===== src/rtl/clkdiv_pkg.sv =====
// Shared types and helpers for the programmable clock divider bank.
// Effective-value helpers clamp raw config into a legal waveform.
package clkdiv_pkg;

    localparam int CLKDIV_W       = 16;
    localparam int CLKDIV_DEF_DIV = 20;

    typedef logic [CLKDIV_W-1:0] cval_t;

    typedef struct packed {
        cval_t div;
        cval_t high;
        cval_t phase;
    } clkdiv_cfg_t;

    function automatic cval_t div_eff(input cval_t d);
        return (d < cval_t'(2)) ? cval_t'(2) : d;
    endfunction

    // Counter value at which the level goes high; low part comes first.
    function automatic cval_t thr_eff(input clkdiv_cfg_t c);
        cval_t de;
        de = div_eff(c.div);
        return de - ((c.high < de) ? c.high : de);
    endfunction

    function automatic cval_t phase_eff(input clkdiv_cfg_t c);
        return (c.phase < div_eff(c.div)) ? c.phase : '0;
    endfunction

endpackage


===== src/rtl/clkdiv_chan.sv =====
// One divider channel: counter, double-buffered config, level and tick.
// New config takes effect only at wrap, restart, or while disabled.
module clkdiv_chan
    import clkdiv_pkg::*;
#(
    parameter int DEF_DIV  = CLKDIV_DEF_DIV,
    parameter int DEF_HIGH = CLKDIV_DEF_DIV / 2
) (
    input  logic                clk,
    input  logic                rst_n,
    input  logic                en,
    input  logic                sync,
    input  logic                wr,
    input  logic [CLKDIV_W-1:0] cfg_div,
    input  logic [CLKDIV_W-1:0] cfg_high,
    input  logic [CLKDIV_W-1:0] cfg_phase,
    output logic                pending,
    output logic                o_clk,
    output logic                tick
);

    localparam clkdiv_cfg_t DEF_CFG = '{
        div:   cval_t'(DEF_DIV),
        high:  cval_t'(DEF_HIGH),
        phase: '0
    };

    clkdiv_cfg_t act;
    clkdiv_cfg_t shd;
    clkdiv_cfg_t nxt;
    cval_t       cnt;
    cval_t       cnt_inc;
    cval_t       cnt_d;
    cval_t       thr_n;
    logic        en_q;
    logic        restart;
    logic        apply;
    logic        o_d;

    always_comb begin
        cnt_inc = (cnt == div_eff(act.div) - cval_t'(1)) ? '0
                                                         : cnt + cval_t'(1);
        restart = en & (~en_q | sync);
        apply   = pending & (~en | restart | (cnt_inc == '0));
        nxt     = apply ? shd : act;
        thr_n   = thr_eff(nxt);
        cnt_d   = '0;
        if (en) begin
            cnt_d = restart ? phase_eff(nxt) : cnt_inc;
        end
        o_d = en & (cnt_d >= thr_n);
    end

    always_ff @(posedge clk or negedge rst_n) begin
        if (!rst_n) begin
            act     <= DEF_CFG;
            shd     <= DEF_CFG;
            pending <= 1'b0;
            en_q    <= 1'b0;
            cnt     <= '0;
            o_clk   <= 1'b0;
            tick    <= 1'b0;
        end else begin
            act   <= nxt;
            en_q  <= en;
            cnt   <= cnt_d;
            o_clk <= o_d;
            // Restart edges never strobe, even if the level comes up high.
            tick  <= o_d & ~o_clk & ~restart;
            if (wr) begin
                shd     <= '{div: cfg_div, high: cfg_high, phase: cfg_phase};
                pending <= 1'b1;
            end else if (apply) begin
                pending <= 1'b0;
            end
        end
    end

endmodule


===== src/rtl/clk_divider_bank.sv =====
// Bank of CH runtime-programmable clock/strobe dividers.
// Optional start-phase support is enabled with CLKDIV_PHASE_EN.
module clk_divider_bank
    import clkdiv_pkg::*;
#(
    parameter int CH       = 4,
    parameter int W        = CLKDIV_W,
    parameter int DEF_DIV  = CLKDIV_DEF_DIV,
    parameter int DEF_HIGH = DEF_DIV / 2,
    localparam int CW      = (CH > 1) ? $clog2(CH) : 1
) (
    input  logic          I_CLK,
    input  logic          rst_n,
    input  logic [CH-1:0] en,
    input  logic          sync,
    input  logic          cfg_valid,
    output logic          cfg_ready,
    input  logic [CW-1:0] cfg_ch,
    input  logic [W-1:0]  cfg_div,
    input  logic [W-1:0]  cfg_high,
`ifdef CLKDIV_PHASE_EN
    input  logic [W-1:0]  cfg_phase,
`endif
    output logic [CH-1:0] O_CLK,
    output logic [CH-1:0] tick
);

    logic [CH-1:0] pending;
    logic [CH-1:0] wr;
    cval_t         div_in;
    cval_t         high_in;
    cval_t         phase_in;

    assign div_in  = cval_t'(cfg_div);
    assign high_in = cval_t'(cfg_high);
`ifdef CLKDIV_PHASE_EN
    assign phase_in = cval_t'(cfg_phase);
`else
    // Without phase support every restart begins at count zero.
    assign phase_in = '0;
`endif

    assign cfg_ready = ~pending[cfg_ch];

    for (genvar i = 0; i < CH; i++) begin : g_chan
        assign wr[i] = cfg_valid & cfg_ready & (cfg_ch == CW'(i));

        clkdiv_chan #(
            .DEF_DIV  (DEF_DIV),
            .DEF_HIGH (DEF_HIGH)
        ) u_chan (
            .clk       (I_CLK),
            .rst_n     (rst_n),
            .en        (en[i]),
            .sync      (sync),
            .wr        (wr[i]),
            .cfg_div   (div_in),
            .cfg_high  (high_in),
            .cfg_phase (phase_in),
            .pending   (pending[i]),
            .o_clk     (O_CLK[i]),
            .tick      (tick[i])
        );
    end

endmodule


===== config.mk =====
export PLATFORM = sky130hd
export DESIGN_NAME = clk_divider_bank
export DESIGN_NICKNAME = d
export VERILOG_FILES = /design/src/rtl/clkdiv_pkg.sv /design/src/rtl/clkdiv_chan.sv /design/src/rtl/clk_divider_bank.sv
export SDC_FILE = /design/constraint.sdc
export NUM_CORES = 1
export LEC_CHECK = 0
export ABC_CLOCK_PERIOD_IN_PS = 13900
export BUFFER_PORTS_ARGS = -buffer_cell sky130_fd_sc_hd__buf_2
export CAP_MARGIN = 20
export CORE_MARGIN = 2
export CORE_UTILIZATION = 40
export CTS_CLUSTER_DIAMETER = 40
export DETAILED_ROUTE_END_ITERATION = 10
export GPL_ROUTABILITY_DRIVEN = 0
export MAX_ROUTING_LAYER = met4
export REMOVE_ABC_BUFFERS = 1
export SKIP_LAST_GASP = 1
export SLEW_MARGIN = 10
export SYNTH_ARGS = -nofsm -noshare
export SYNTH_HDL_FRONTEND = slang
export SYNTH_SLANG_ARGS = --single-unit

===== constraint.sdc =====
create_clock -name I_CLK -period 13.9 [get_ports I_CLK]
set_clock_uncertainty 0.1 [all_clocks]
set_input_delay 1.39 -clock I_CLK [delete_from_list [all_inputs] [get_ports I_CLK]]
set_output_delay 1.39 -clock I_CLK [all_outputs]
set_load 0.005 [all_outputs]

Word level (Yosys, flattened, before mapping)
Cells that the tools add are included.
{"block": "totals", "memories": 0, "ramBits": 0, "romBits": 0, "inputBits": 42, "latch_bits": 0, "out_inout_bits": 9, "regBits": 400}
{"block": "classes", "order_cmp": 21, "bitwise": 54, "div_mod_pow": 0, "mux": 42, "eq_ne": 7, "addsub": 12, "shifts": 0, "n_mul": 0, "reduce_logical": 9}
{"op": "two-way mux 16 bit", "count": 28}
{"op": "two-way mux 48 bit", "count": 4}
{"op": "< comparator 16 bit", "count": 8}
{"op": "< comparator 16 x 2 -> 1 bit (second input constant)", "count": 8}
{"op": "adder 16 x 1 -> 16 bit (second input constant)", "count": 4}
{"op": "equality test 16 bit", "count": 4}
{"op": ">= comparator 16 bit", "count": 4}
{"op": "logical NOT 16 bit", "count": 4}
{"op": "subtractor 16 x 1 -> 16 bit (second input constant)", "count": 4}
{"op": "subtractor 16 bit", "count": 4}
{"op": "AND 1 bit", "count": 25}
{"op": "NOT 1 bit", "count": 17}
{"op": "OR 1 bit", "count": 12}
{"op": "two-way mux 1 bit", "count": 9}
{"op": "nonzero test 2 bit", "count": 4}
{"op": "equality test 2 bit (second input constant)", "count": 2}
{"op": "< comparator 2 x 3 -> 1 bit (second input constant)", "count": 1}
{"op": "binary-select mux 1 bit (select 2 bit)", "count": 1}
{"op": "equality test 2 x 1 -> 1 bit (second input constant)", "count": 1}
{"op": "logical NOT 2 bit", "count": 1}

Longest topological paths before layout
{"block": "depth", "depth_word": 19, "mapped_depth": 53}

Modules after synthesis
A second synthesis with hierarchy kept.
{"block": "unflattened", "hier_cells": 2851, "area_unflattened_um2": 30496.7}
{"mod": "clkdiv_chan at g_chan[0].u_chan ...", "cells_each": 709, "seq_area_each_um2": 2912.8, "instances": 2, "area_each_um2": 7599.8}
{"mod": "clkdiv_chan at g_chan[1].u_chan", "cells_each": 722, "seq_area_each_um2": 2912.8, "instances": 1, "area_each_um2": 7727.4}
{"mod": "clkdiv_chan at g_chan[3].u_chan", "cells_each": 703, "seq_area_each_um2": 2912.8, "instances": 1, "area_each_um2": 7502.2}
{"mod": "clk_divider_bank", "cells_each": 8, "seq_area_each_um2": 0.0, "instances": 1, "area_each_um2": 67.6}

Worst setup path after synthesis
OpenSTA, ideal clock, no wires.
{"block": "synth_path", "path_kind": "register to register", "startpoint": "register g_chan[0].u_chan.act[39] (netlist name)", "endpoint": "register g_chan[0].u_chan.tick", "synth_period_minus_slack_ps": 9853, "path_buffers": 7, "setup_ps": 119, "stages_incl_launch_ff": 49, "setup_slack_ps": 4047, "arrival_time_ps": 9633, "cell_sequence": "dfrtp_1 -> or4_1 -> clkbuf_1 -> or3_1 -> clkbuf_1 -> or2_2 -> o21ai_0 -> ha_1 -> or4b_2 -> clkbuf_1 -> nor4_1 -> xnor2_1 -> nand3b_1 -> nand4b_1 -> o21ai_2 -> buf_2 -> buf_2 -> mux2_2 -> [... 13 more ...] -> o21ai_0 -> a21boi_0 -> o21ai_0 -> a21boi_0 -> o21ai_0 -> nand2b_1 -> a311o_1 -> xnor2_1 -> ha_1 -> a21o_1 -> a21o_1 -> a21oi_1 -> nor2b_1 -> o21ai_0 -> nand2b_1 -> a21oi_1 -> o41a_1 -> nor3_1"}
{"item": "from (decl)", "line_no": "clkdiv_chan.sv:28", "text": "clkdiv_cfg_t act;"}
{"item": "from (signal assigned)", "line_no": "clkdiv_chan.sv:64", "text": "act <= nxt;"}
{"item": "to (signal assigned)", "line_no": "clkdiv_chan.sv:69", "text": "tick <= o_d & ~o_clk & ~restart;"}
{"item": "to (decl)", "line_no": "clkdiv_chan.sv:19", "text": "output logic tick"}

==> qor.yml <==
status: "finished, final reports clean"
clk_latency_ns: 0.61
layout-drive-gt1-share: 0.2088
ant_nets: 0
clock-sinks: 400
path_buf_inv: 2
viasPerCell: 5.704
synthAdderAreaFrac: 0.1193
fin_crit_sh: 0.8401
hp-class: "reg -> reg"
rsz0062_at_grt: "false"
synth_seq_cells: 400
fmax_mhz: 85.63
max_slew_margin: 0.3665
crit_path_max_incr_delay_ns: 0.65
htree_levels: 3
clockPowerShare: 0.250
power_density_nw_per_um2: 230.7
fin_cells: 3606
gr-usage-all-layers: 0.2195
synthDistinctLibCells: 85
path_delay_family: "compound AO/OA/AOI/OAI gates"
final_util: 0.4545
grt_pass1_wl_um: 117900
io_buffers: 50
synth_compound_area_frac: 0.1211
cts_resized: 0
path_class: "reg -> reg"
report.final.slew_viol_count: 0
async_flop_share: 1.000
wl_per_cell_um: 20.49
avgSynthCellArea_um2: 10.19
cts_buffer_depth: 3
crit_path_max_fanout: 37
slowest_stage: "or4_1"
grt_pass1_vias: 20830
routed_wl_um: 73890
synth_mux_area_frac: 0.1500
syn_area_um2: 27090
cts_made_buffers: 70
synth_xor_area_frac: 0.06078
synthTopCellsByArea: "dfrtp_1 (34%), mux2_2 (12%), ha_1 (12%)"
synth_top_family_by_area: "multiplexers"
yosysTopAreaCell: "dfrtp_1"
final_nets: 2972
worst_pin_slew_ns: 0.9503
postCtsSetupRepairBufs: 0
ff2ff_setup_slack_ns: 2.22
p_seq_frac: 0.237
vias: 20570
finalCriticalPeriod_ns: 11.68
dp_hpwl_um: 55450
critPathLaunchType: "register"
die_area_um2: 69830
die_y_um: 264.3
synthSimpleGateAreaFrac: 0.1334
required_ns: 14.32
clkSlewWorstSetupHoldPaths_ns: 0.06
grt_max_degree: 80
syn_inst: 2659
areaGrowthSynthToFinish_pct: 12.66
crit_top_cell: "ha_1"
n_fill_cell: 6274
netlist_top_cells_count: "dfrtp_1 (368), mux2_2 (294), ha_1 (252)"
cts_root_buffer: "clkbuf_16"
max-vdd-ir-drop_mv: 0.1157
synth_top_area_frac: 0.3399
antenna_found_initial: 5
gr-total-overflow: 0
cap_violations: 0
combPwrFrac: 0.513
crit_path_end_kind: "register"
rows: 95
cellLeakagePower_nw: 14.14
drt_iter0_markers: 1512
ctsHoldBuffers: 0
switching_share: 0.4151
num_io_pins: 51
ys.flop_type: "dfrtp_1"
synth_seq_area_share: 0.3709
p_int_mw: 4.119
die_w_um: 264.3
synth_edf_count: 0
place_inst: 3474
drt_pass1_iterations: 5
tritoncts: "done"
drc: 0
worstPathArrival_ns: 12.10
synth_warnings: 0
setup_viol: 0
synth.most_common_cell: "dfrtp_1"
initial_utilization: 0.4034
switchingPower_mw: 2.923
core_um2: 67160
hold_viol: 0
-- per-stage QoR --
step	setup WS (ns)	hold slack (ns)	power [mW]	TNS (ns)	area, µm²
2_1_floorplan	-0.2040	0.3337	4.291	-0.4046	26520
5_1_grt	1.344	0.3645	7.569	0	30510
3_5_place_dp	2.348	0.3349	5.264	0	28090
3_3_place_gp	2.342	0.3275	5.165	0	28080
6_report	2.223	0.3376	7.042	0	30520
4_1_cts	2.334	0.3428	7.065	0	30490
-- cell type report --
class	count	area [µm²]	area share
clock inverter	46	520.5	0.01705
tap	873	1092	0.03579
multi-input combinational	1960	15890	0.5206
clock buffer	82	1879	0.06157
antenna	3	7.507	0.0002460
timing repair buffer	73	449.2	0.01472
sequential	400	10050	0.3293
inverter	169	634.4	0.02078
-- path summary, 6_finish.rpt --
path,start,to,cells past startpoint
max in group asynchronous,rst_n,g_chan[1].u_chan.cnt[3]$_DFF_PN0_,3
min in group asynchronous,rst_n,g_chan[3].u_chan.cnt[8]$_DFF_PN0_,1
max reg2reg,g_chan[1].u_chan.act[38]$_DFF_PN0_,g_chan[1].u_chan.tick$_DFF_PN0_,38
min reg2reg,g_chan[1].u_chan.o_clk$_DFF_PN0_,g_chan[1].u_chan.tick$_DFF_PN0_,1
max,g_chan[1].u_chan.act[38]$_DFF_PN0_,g_chan[1].u_chan.tick$_DFF_PN0_,38
min,g_chan[1].u_chan.o_clk$_DFF_PN0_,g_chan[1].u_chan.tick$_DFF_PN0_,1
-- flip-flops by register name, indices dropped and copies added (netlist names) --
signal,count
g_chan.u_chan.o_clk,4
g_chan.u_chan.shd,128
g_chan.u_chan.tick,4
g_chan.u_chan.en_q,4
g_chan.u_chan.act,192
g_chan.u_chan.pending,4
g_chan.u_chan.cnt,64
-- per-layer routing --
metal,vias up,routed length (µm),GRT usage
li1,9710,-,-
met1,10150,34080,0.2911
met2,554,33820,0.3417
met3,158,4003,0.04064
met4,0,1979,0.06526
met5,-,0,-
-- layout by cell type, fill, tap and decap left out, drive strengths merged, types with 53 or more instances in the layout --
master,instances
mux2i,73
buf,73
clkbuf,82
nor3,66
xor2,85
dfrtp,368
nand4,53
a21oi,99
o21ai,94
nor2b,55
inv,189
a21o,79
mux2,294
xnor2,103
ha,252
nand2,116
nor2,109
-- power groups by stage --
stage | Combinational [mW] | Sequential, mW | Clock (mW)
finish | 3.61 | 1.67 | 1.76
global route | 4.02 | 1.71 | 1.84
CTS | 3.61 | 1.67 | 1.79
detailed placement | 3.58 | 1.69 | 0
global placement | 3.49 | 1.67 | 0
floorplan | 2.71 | 1.58 | 0
-- kinds of logic (layout without fill, tap and decap cells) --
| group | after synthesis | count (layout) |
|---|---|---|
| flip-flops | 400 | 400 |
| AND/OR/NAND/NOR | 668 | 668 |
| multiplexers | 368 | 368 |
| adder cells (fa/ha/maj) | 256 | 256 |
| other | 0 | 3 |
| AO/OA/AOI/OAI | 480 | 480 |
| XOR/XNOR | 188 | 188 |
| buffers and inverters | 299 | 370 |
(Power assumes the default switching activity.)
